<file path="config.mk">
export PLATFORM = sky130hd
export DESIGN_NAME = arrow_decoder
export DESIGN_NICKNAME = d
export VERILOG_FILES = /design/src/rtl/arrow_pkg.sv /design/src/rtl/arrow_frame_model.sv /design/src/rtl/arrow_decoder.sv
export SDC_FILE = /design/constraint.sdc
export NUM_CORES = 1
export LEC_CHECK = 0
export ABC_AREA = 1
export CAP_MARGIN = 10
export CORE_ASPECT_RATIO = 1.25
export CORE_MARGIN = 1
export CORE_UTILIZATION = 40
export DETAILED_ROUTE_END_ITERATION = 16
export GPL_TIMING_DRIVEN = 0
export HOLD_SLACK_MARGIN = 0.15
export PLACE_DENSITY = 0.66
export REMOVE_ABC_BUFFERS = 1
export SYNTH_ARGS = -nofsm -noshare
export SYNTH_HDL_FRONTEND = slang
export SYNTH_HIERARCHICAL = 1
export SYNTH_SLANG_ARGS = --single-unit
</file>
<file path="constraint.sdc">
create_clock -name clk -period 3.85 [get_ports clk]
set_clock_uncertainty 0.15 [all_clocks]
set_input_delay 0.385 -clock clk [delete_from_list [all_inputs] [get_ports clk]]
set_output_delay 0.385 -clock clk [all_outputs]
set_load 0.1 [all_outputs]
</file>
<file path="src/rtl/arrow_pkg.sv">
// Shared types and normalized lamp tables for the arrow board decoder.
// Table entries are indexed by pattern code 0..F.
package arrow_pkg;

    typedef enum logic [1:0] {
        WAIT0   = 2'd0,
        CAPTURE = 2'd1,
        SCAN    = 2'd2,
        REPORT  = 2'd3
    } state_e;

    typedef struct packed {
        logic [3:0] pattern;
        logic       flashing;
        logic       sequential;
        logic       ambiguous;
        logic       lamp_test;
        logic       blank;
        logic       error;
    } result_t;

    localparam logic [15:0] STEADY [0:15] = '{
        16'h20FD, 16'h905F, 16'h20FD, 16'h905F, 16'h20FD, 16'h905F, 16'h20FD, 16'h905F,
        16'hEAFF, 16'hF57F, 16'hEA95, 16'hF554, 16'hB0DD, 16'hA000, 16'h007F, 16'hB9D5
    };

    localparam logic [15:0] SEQ0 [0:15] = '{
        16'h0060, 16'h0003, 16'h0060, 16'h0003, 16'h0070, 16'h0007, 16'h8870, 16'h2107,
        16'h8870, 16'h2107, 16'h8810, 16'h2104, 16'h0000, 16'h2000, 16'h0000, 16'h2185
    };

    localparam logic [15:0] SEQ1 [0:15] = '{
        16'h0078, 16'h000F, 16'h007C, 16'h001F, 16'h007C, 16'h001F, 16'h4274, 16'h4417,
        16'hCA7C, 16'h651F, 16'hCA14, 16'h6514, 16'h0000, 16'h8000, 16'h0000, 16'h9850
    };

endpackage

</file>
<file path="src/rtl/arrow_frame_model.sv">
// Expected normalized lamp frame for one candidate pattern/mode at one board phase.
module arrow_frame_model
    import arrow_pkg::*;
(
    input  logic [3:0]  pattern,
    input  logic [1:0]  phase,
    input  logic        flashing,
    input  logic        sequential,
    output logic [15:0] frame
);

    logic [15:0] seq_frame;

    always_comb begin
        seq_frame = phase[0] ? SEQ1[pattern] : SEQ0[pattern];
        frame     = STEADY[pattern];
        if (pattern < 4'hC) begin
            // Sequential boards only animate during the first half of the cycle.
            if (sequential && !phase[1]) begin
                frame = seq_frame;
            end else if (flashing && phase[0]) begin
                frame = 16'h0000;
            end
        end else if (!pattern[0]) begin
            if ((sequential || flashing) && phase[0]) begin
                frame = 16'h0000;
            end
        end else begin
            if (sequential) begin
                frame = seq_frame;
            end else if (flashing && phase[0]) begin
                frame = 16'h0000;
            end
        end
    end

endmodule

</file>
<file path="src/rtl/arrow_decoder.sv">
// Captures four phase frames from an arrow board, then scans all 64
// pattern/mode candidates against them and reports the decoded result.
module arrow_decoder
    import arrow_pkg::*;
(
    input  logic        clk,
    input  logic        rst,
    input  logic        frame_valid,
    input  logic [1:0]  phase,
    input  logic [15:0] lamps,
    input  logic        al,
    output logic        busy,
    output logic        valid,
    output logic [3:0]  pattern,
    output logic        flashing,
    output logic        sequential,
    output logic        ambiguous,
    output logic        lamp_test,
    output logic        blank,
    output logic        error
);

    state_e           state_q, state_d;
    logic [5:0]       idx_q, idx_d;
    logic [3:0][15:0] f_q, f_d;
    logic [1:0]       exp_q, exp_d;
    logic             found_q, found_d;
    logic [3:0]       pat_q, pat_d;
    logic             fl_q, fl_d;
    logic             seq_q, seq_d;
    logic             amb_q, amb_d;
    result_t          res_q, res_d;
    logic             valid_q, valid_d;

    logic [15:0]      norm;
    logic [3:0][15:0] model_frame;
    logic             match;

    assign norm = lamps ^ {16{~al}};

    for (genvar p = 0; p < 4; p++) begin : g_model
        arrow_frame_model u_model (
            .pattern    (idx_q[5:2]),
            .phase      (2'(p)),
            .flashing   (idx_q[0]),
            .sequential (idx_q[1]),
            .frame      (model_frame[p])
        );
    end

    assign match = (model_frame == f_q);

    always_comb begin
        state_d = state_q;
        idx_d   = idx_q;
        f_d     = f_q;
        exp_d   = exp_q;
        found_d = found_q;
        pat_d   = pat_q;
        fl_d    = fl_q;
        seq_d   = seq_q;
        amb_d   = amb_q;
        res_d   = res_q;
        valid_d = 1'b0;

        unique case (state_q)
            WAIT0: begin
                if (frame_valid && phase == 2'd0) begin
                    f_d[0]  = norm;
                    exp_d   = 2'd1;
                    state_d = CAPTURE;
                end
            end
            CAPTURE: begin
                if (frame_valid) begin
                    if (phase == exp_q) begin
                        f_d[phase] = norm;
                        exp_d      = exp_q + 2'd1;
                        if (phase == 2'd3) begin
                            idx_d   = 6'd0;
                            found_d = 1'b0;
                            amb_d   = 1'b0;
                            pat_d   = 4'd0;
                            fl_d    = 1'b0;
                            seq_d   = 1'b0;
                            state_d = SCAN;
                        end
                    end else if (phase == 2'd0) begin
                        f_d[0] = norm;
                        exp_d  = 2'd1;
                    end else begin
                        state_d = WAIT0;
                    end
                end
            end
            SCAN: begin
                if (match) begin
                    if (!found_q) begin
                        found_d = 1'b1;
                        pat_d   = idx_q[5:2];
                        fl_d    = idx_q[0];
                        seq_d   = idx_q[1];
                    end else if (idx_q[5:2] != pat_q) begin
                        amb_d = 1'b1;
                    end
                end
                if (idx_q == 6'd63) begin
                    state_d = REPORT;
                end else begin
                    idx_d = idx_q + 6'd1;
                end
            end
            REPORT: begin
                res_d   = '0;
                valid_d = 1'b1;
                if (f_q == {4{16'hFFFF}}) begin
                    res_d.lamp_test = 1'b1;
                end else if (f_q == {4{16'h0000}}) begin
                    res_d.blank = 1'b1;
                end else if (!found_q) begin
                    res_d.error = 1'b1;
                end else begin
                    res_d.pattern    = pat_q;
                    res_d.flashing   = fl_q;
                    res_d.sequential = seq_q;
                    res_d.ambiguous  = amb_q;
                end
                state_d = WAIT0;
            end
            default: state_d = WAIT0;
        endcase
    end

    always_ff @(posedge clk) begin
        if (rst) begin
            state_q <= WAIT0;
            idx_q   <= '0;
            f_q     <= '0;
            exp_q   <= '0;
            found_q <= 1'b0;
            pat_q   <= '0;
            fl_q    <= 1'b0;
            seq_q   <= 1'b0;
            amb_q   <= 1'b0;
            res_q   <= '0;
            valid_q <= 1'b0;
        end else begin
            state_q <= state_d;
            idx_q   <= idx_d;
            f_q     <= f_d;
            exp_q   <= exp_d;
            found_q <= found_d;
            pat_q   <= pat_d;
            fl_q    <= fl_d;
            seq_q   <= seq_d;
            amb_q   <= amb_d;
            res_q   <= res_d;
            valid_q <= valid_d;
        end
    end

    assign busy       = (state_q == SCAN) || (state_q == REPORT);
    assign valid      = valid_q;
    assign pattern    = res_q.pattern;
    assign flashing   = res_q.flashing;
    assign sequential = res_q.sequential;
    assign ambiguous  = res_q.ambiguous;
    assign lamp_test  = res_q.lamp_test;
    assign blank      = res_q.blank;
    assign error      = res_q.error;

endmodule
</file>
==> metrics.txt <==
Iter 0 DRT Violations=591; Worst-Skew Late Latency=0.35 ns; Hold Path Class=flop to flop; CTS tree=done; DRC viols=0; Critical R2R Capture=pat_q[2]$_SDFFE_PP0P_; CP Capture Type=flop; Final Power=2.19 mW; global placement routability congestion=0.955; peak supply drop=0.211 mV; Non-Filler Instances=1,764; n_diodes=0; reg2reg setup slack=0.42 ns; Crit path depth=20; share of cells above drive strength 1=7.54%; initial antenna violation count=0; Final min period=3.43 ns; vias in the first global route=8,525; Cell variety after synth=45; setup TNS=0 ns; Post-Syn Instances=1,461; Buf/Inv on CP=3; vias=9,131; yosys warns=6; critical path's most frequent cell=nand2_1; Avg WL per Cell=14.9 um; vias per cell=5.18; fin util=44.7%; GRT Resource Usage Total=23.8%; die footprint=22,400 sq um; cells along the critical path=buf_12 -> clkinv_2 -> ha_1 -> or2_1 -> o21ai_0 -> nand3_1 -> o21ai_1 -> inv_1 -> nand2_1 -> nand2_1 -> nor2_1 -> nand2_1 -> nor2_1 -> nand2_1 -> nor2_1 -> nand2_1 -> nand2_1 -> nand4_1 -> nand2_1 -> nor2_1; H-Tree Depth=3; first-pass GRT wire length=43,000 um; Syn Area/Cell=5.96 sq um; Nets=1,551; CP delay by family, top=simple AND/OR/NAND/NOR gates; RR Startpoint=idx_q[2]$_SDFFE_PP0P_; Finished Cell Area=9590 sq um; GR Overflow Total=0; final setup fails=0; period utilization=89.1%; crit-path max FO=29; CORE AREA=21,500 sq um; synthesized cell area=8710 sq um; max-slew violations=0; Row Count=60; DP HPWL=19,800 um; Async SR Flop Fraction=0%; P&R area growth vs syn=10.0%; Crit path required time=3.95 ns; Total Routed Length=26,300 um; Fmax=0.292 GHz; CP Class=flop to flop; RSZ-0062 raised after global routing=false; max_slew headroom=24.0%; max incr delay on CP=0.54 ns; commonest cells after routing, fill and taps aside=nand2_1, inv_1, nor2_1; Slowest-stage cell, CP=dfxtp_4; WP data arrival=3.53 ns; ys flop type=dfxtp_1; crit path from=idx_q[2]$_SDFFE_PP0P_; Critical path destination=pat_q[2]$_SDFFE_PP0P_; Top Ports=34; maxcap violations=0; most common library cell in the layout ignoring fill and taps=nand2_1; crit start category=flop; Placed Cells=1,747; status=completed; DRT Pass-1 Iters=6; pin count of the biggest net entering global routing=73; Reg2Reg Depth=20; PortBufs=33; Power Dens Cells=229 nW/um^2; Worst-Margin Slew=1.14 ns; CTS Root Buffer Type=clkbuf_16; hold-fix buffer count after cts=0; initial core utilization=40.6%; Seq/Total Area, Yosys=21.4%; CTS clk-pin slew, worst paths=0.07 ns; Pleak=4.29 nW; # clock sinks=93; flops & latches, synth=93; clock tree buffer depth=2; Die Span X=134 um; Area after DPL=9250 sq um; number of synthesized flops with an enable pin=0; fill cell count=2,349; Final Hold Viols=0; Die H=167 um; Num CTS Buffers=9; Routed Antenna Nets=0
## area by class of cell
cell class / instances / area (sq um) / area share, %
Sequential cell: 93 / 1880 / 19.6
Tap cell: 279 / 349 / 3.64
Inverter: 209 / 812 / 8.47
Timing Repair Buffer: 38 / 429 / 4.48
Clock buffer: 10 / 239 / 2.49
Clock inverter: 6 / 75.1 / 0.783
Multi-Input combinational cell: 1129 / 5810 / 60.6
## logic make-up after synthesis
kind of cell / after synthesis / synth area share, %
AND/OR/NAND/NOR: 762 / 39.1
AO/OA/AOI/OAI: 265 / 16.1
buffers and inverters: 254 / 12.7
flip-flops: 93 / 21.4
adder cells (fa/ha/maj): 49 / 7.04
XOR/XNOR: 36 / 3.62
other: 2 / 0.0862
## power breakdown
part           internal (mW)  leakage [nW]  switching [mW]  total (mW)
Combinational         0.0834          3.38           0.173       0.256
Sequential             0.973         0.754          0.0150       0.988
Clock                  0.533         0.152           0.415       0.948
Total                   1.59          4.29           0.602        2.19
## flip-flops by register name, indices dropped and copies added, names as in the netlist, named ones only
name / cells
f_q: 64
idx_q: 6
pat_q: 4
pattern: 4
exp_q: 2
amb_q: 1
ambiguous: 1
blank: 1
error: 1
fl_q: 1
flashing: 1
found_q: 1
lamp_test: 1
seq_q: 1
sequential: 1
state_q: 1
valid: 1
## how the worst min path moves through the flow
stage | startpoint | to | slack (ns) | cells after the start
floorplan | amb_q$_SDFFE_PP0P_ | amb_q$_SDFFE_PP0P_ | 0.29 | 2
global placement | amb_q$_SDFFE_PP0P_ | amb_q$_SDFFE_PP0P_ | 0.30 | 2
detailed placement | flashing$_SDFFE_PP0P_ | flashing$_SDFFE_PP0P_ | 0.31 | 2
CTS | amb_q$_SDFFE_PP0P_ | amb_q$_SDFFE_PP0P_ | 0.32 | 2
global route | pattern[3]$_SDFFE_PP0P_ | pattern[3]$_SDFFE_PP0P_ | 0.33 | 2
finish | sequential$_SDFFE_PP0P_ | sequential$_SDFFE_PP0P_ | 0.32 | 2
## layer usage
layer	track usage [%]	up-vias	wire (um)
li1	-	4714	-
met1	29.0	4101	11200
met2	43.2	264	13200
met3	2.19	52	1120
met4	8.40	0	695
met5	0	-	0
## worst reg2reg max path: cells and delay by family, from the launching register on
kind	cells	cell delay [ns]
AOI/OAI and AO/OA	2	0.22
and+or+nand+nor	14	1.51
buffers and inverters	3	0.56
DFF	1	0.54
adders and majority gates	1	0.35
## synthesized netlist by cell type (12+ instances only)
cell	instances	area, sq um
inv_2	17	63.8
nand4_1	38	238
xnor2_1	25	219
nor4_1	14	87.6
nand3_1	102	510
inv_1	185	694
a21oi_1	107	536
buf_2	12	60.1
dfxtp_1	93	1860
nand2_1	421	1580
o21ai_0	103	515
nand2_2	27	169
clkbuf_1	14	52.6
ha_1	49	613
nor2_1	121	454
o21ai_1	31	155
## stage by stage
stage,worst slack (ns),hold WS (ns)
3_3_place_gp,-1.63,0.299
3_5_place_dp,0.0818,0.306
6_report,0.420,0.315
4_1_cts,0.0542,0.317
5_1_grt,0.0820,0.330
2_1_floorplan,-0.00806,0.290
## what timing repair did
item | in CTS | in global routing
gates resized for setup | 0 | 7
setup endpoints to repair | 0 | 8
setup buffers | 0 | 1
Power figures use the tool's default switching activity.
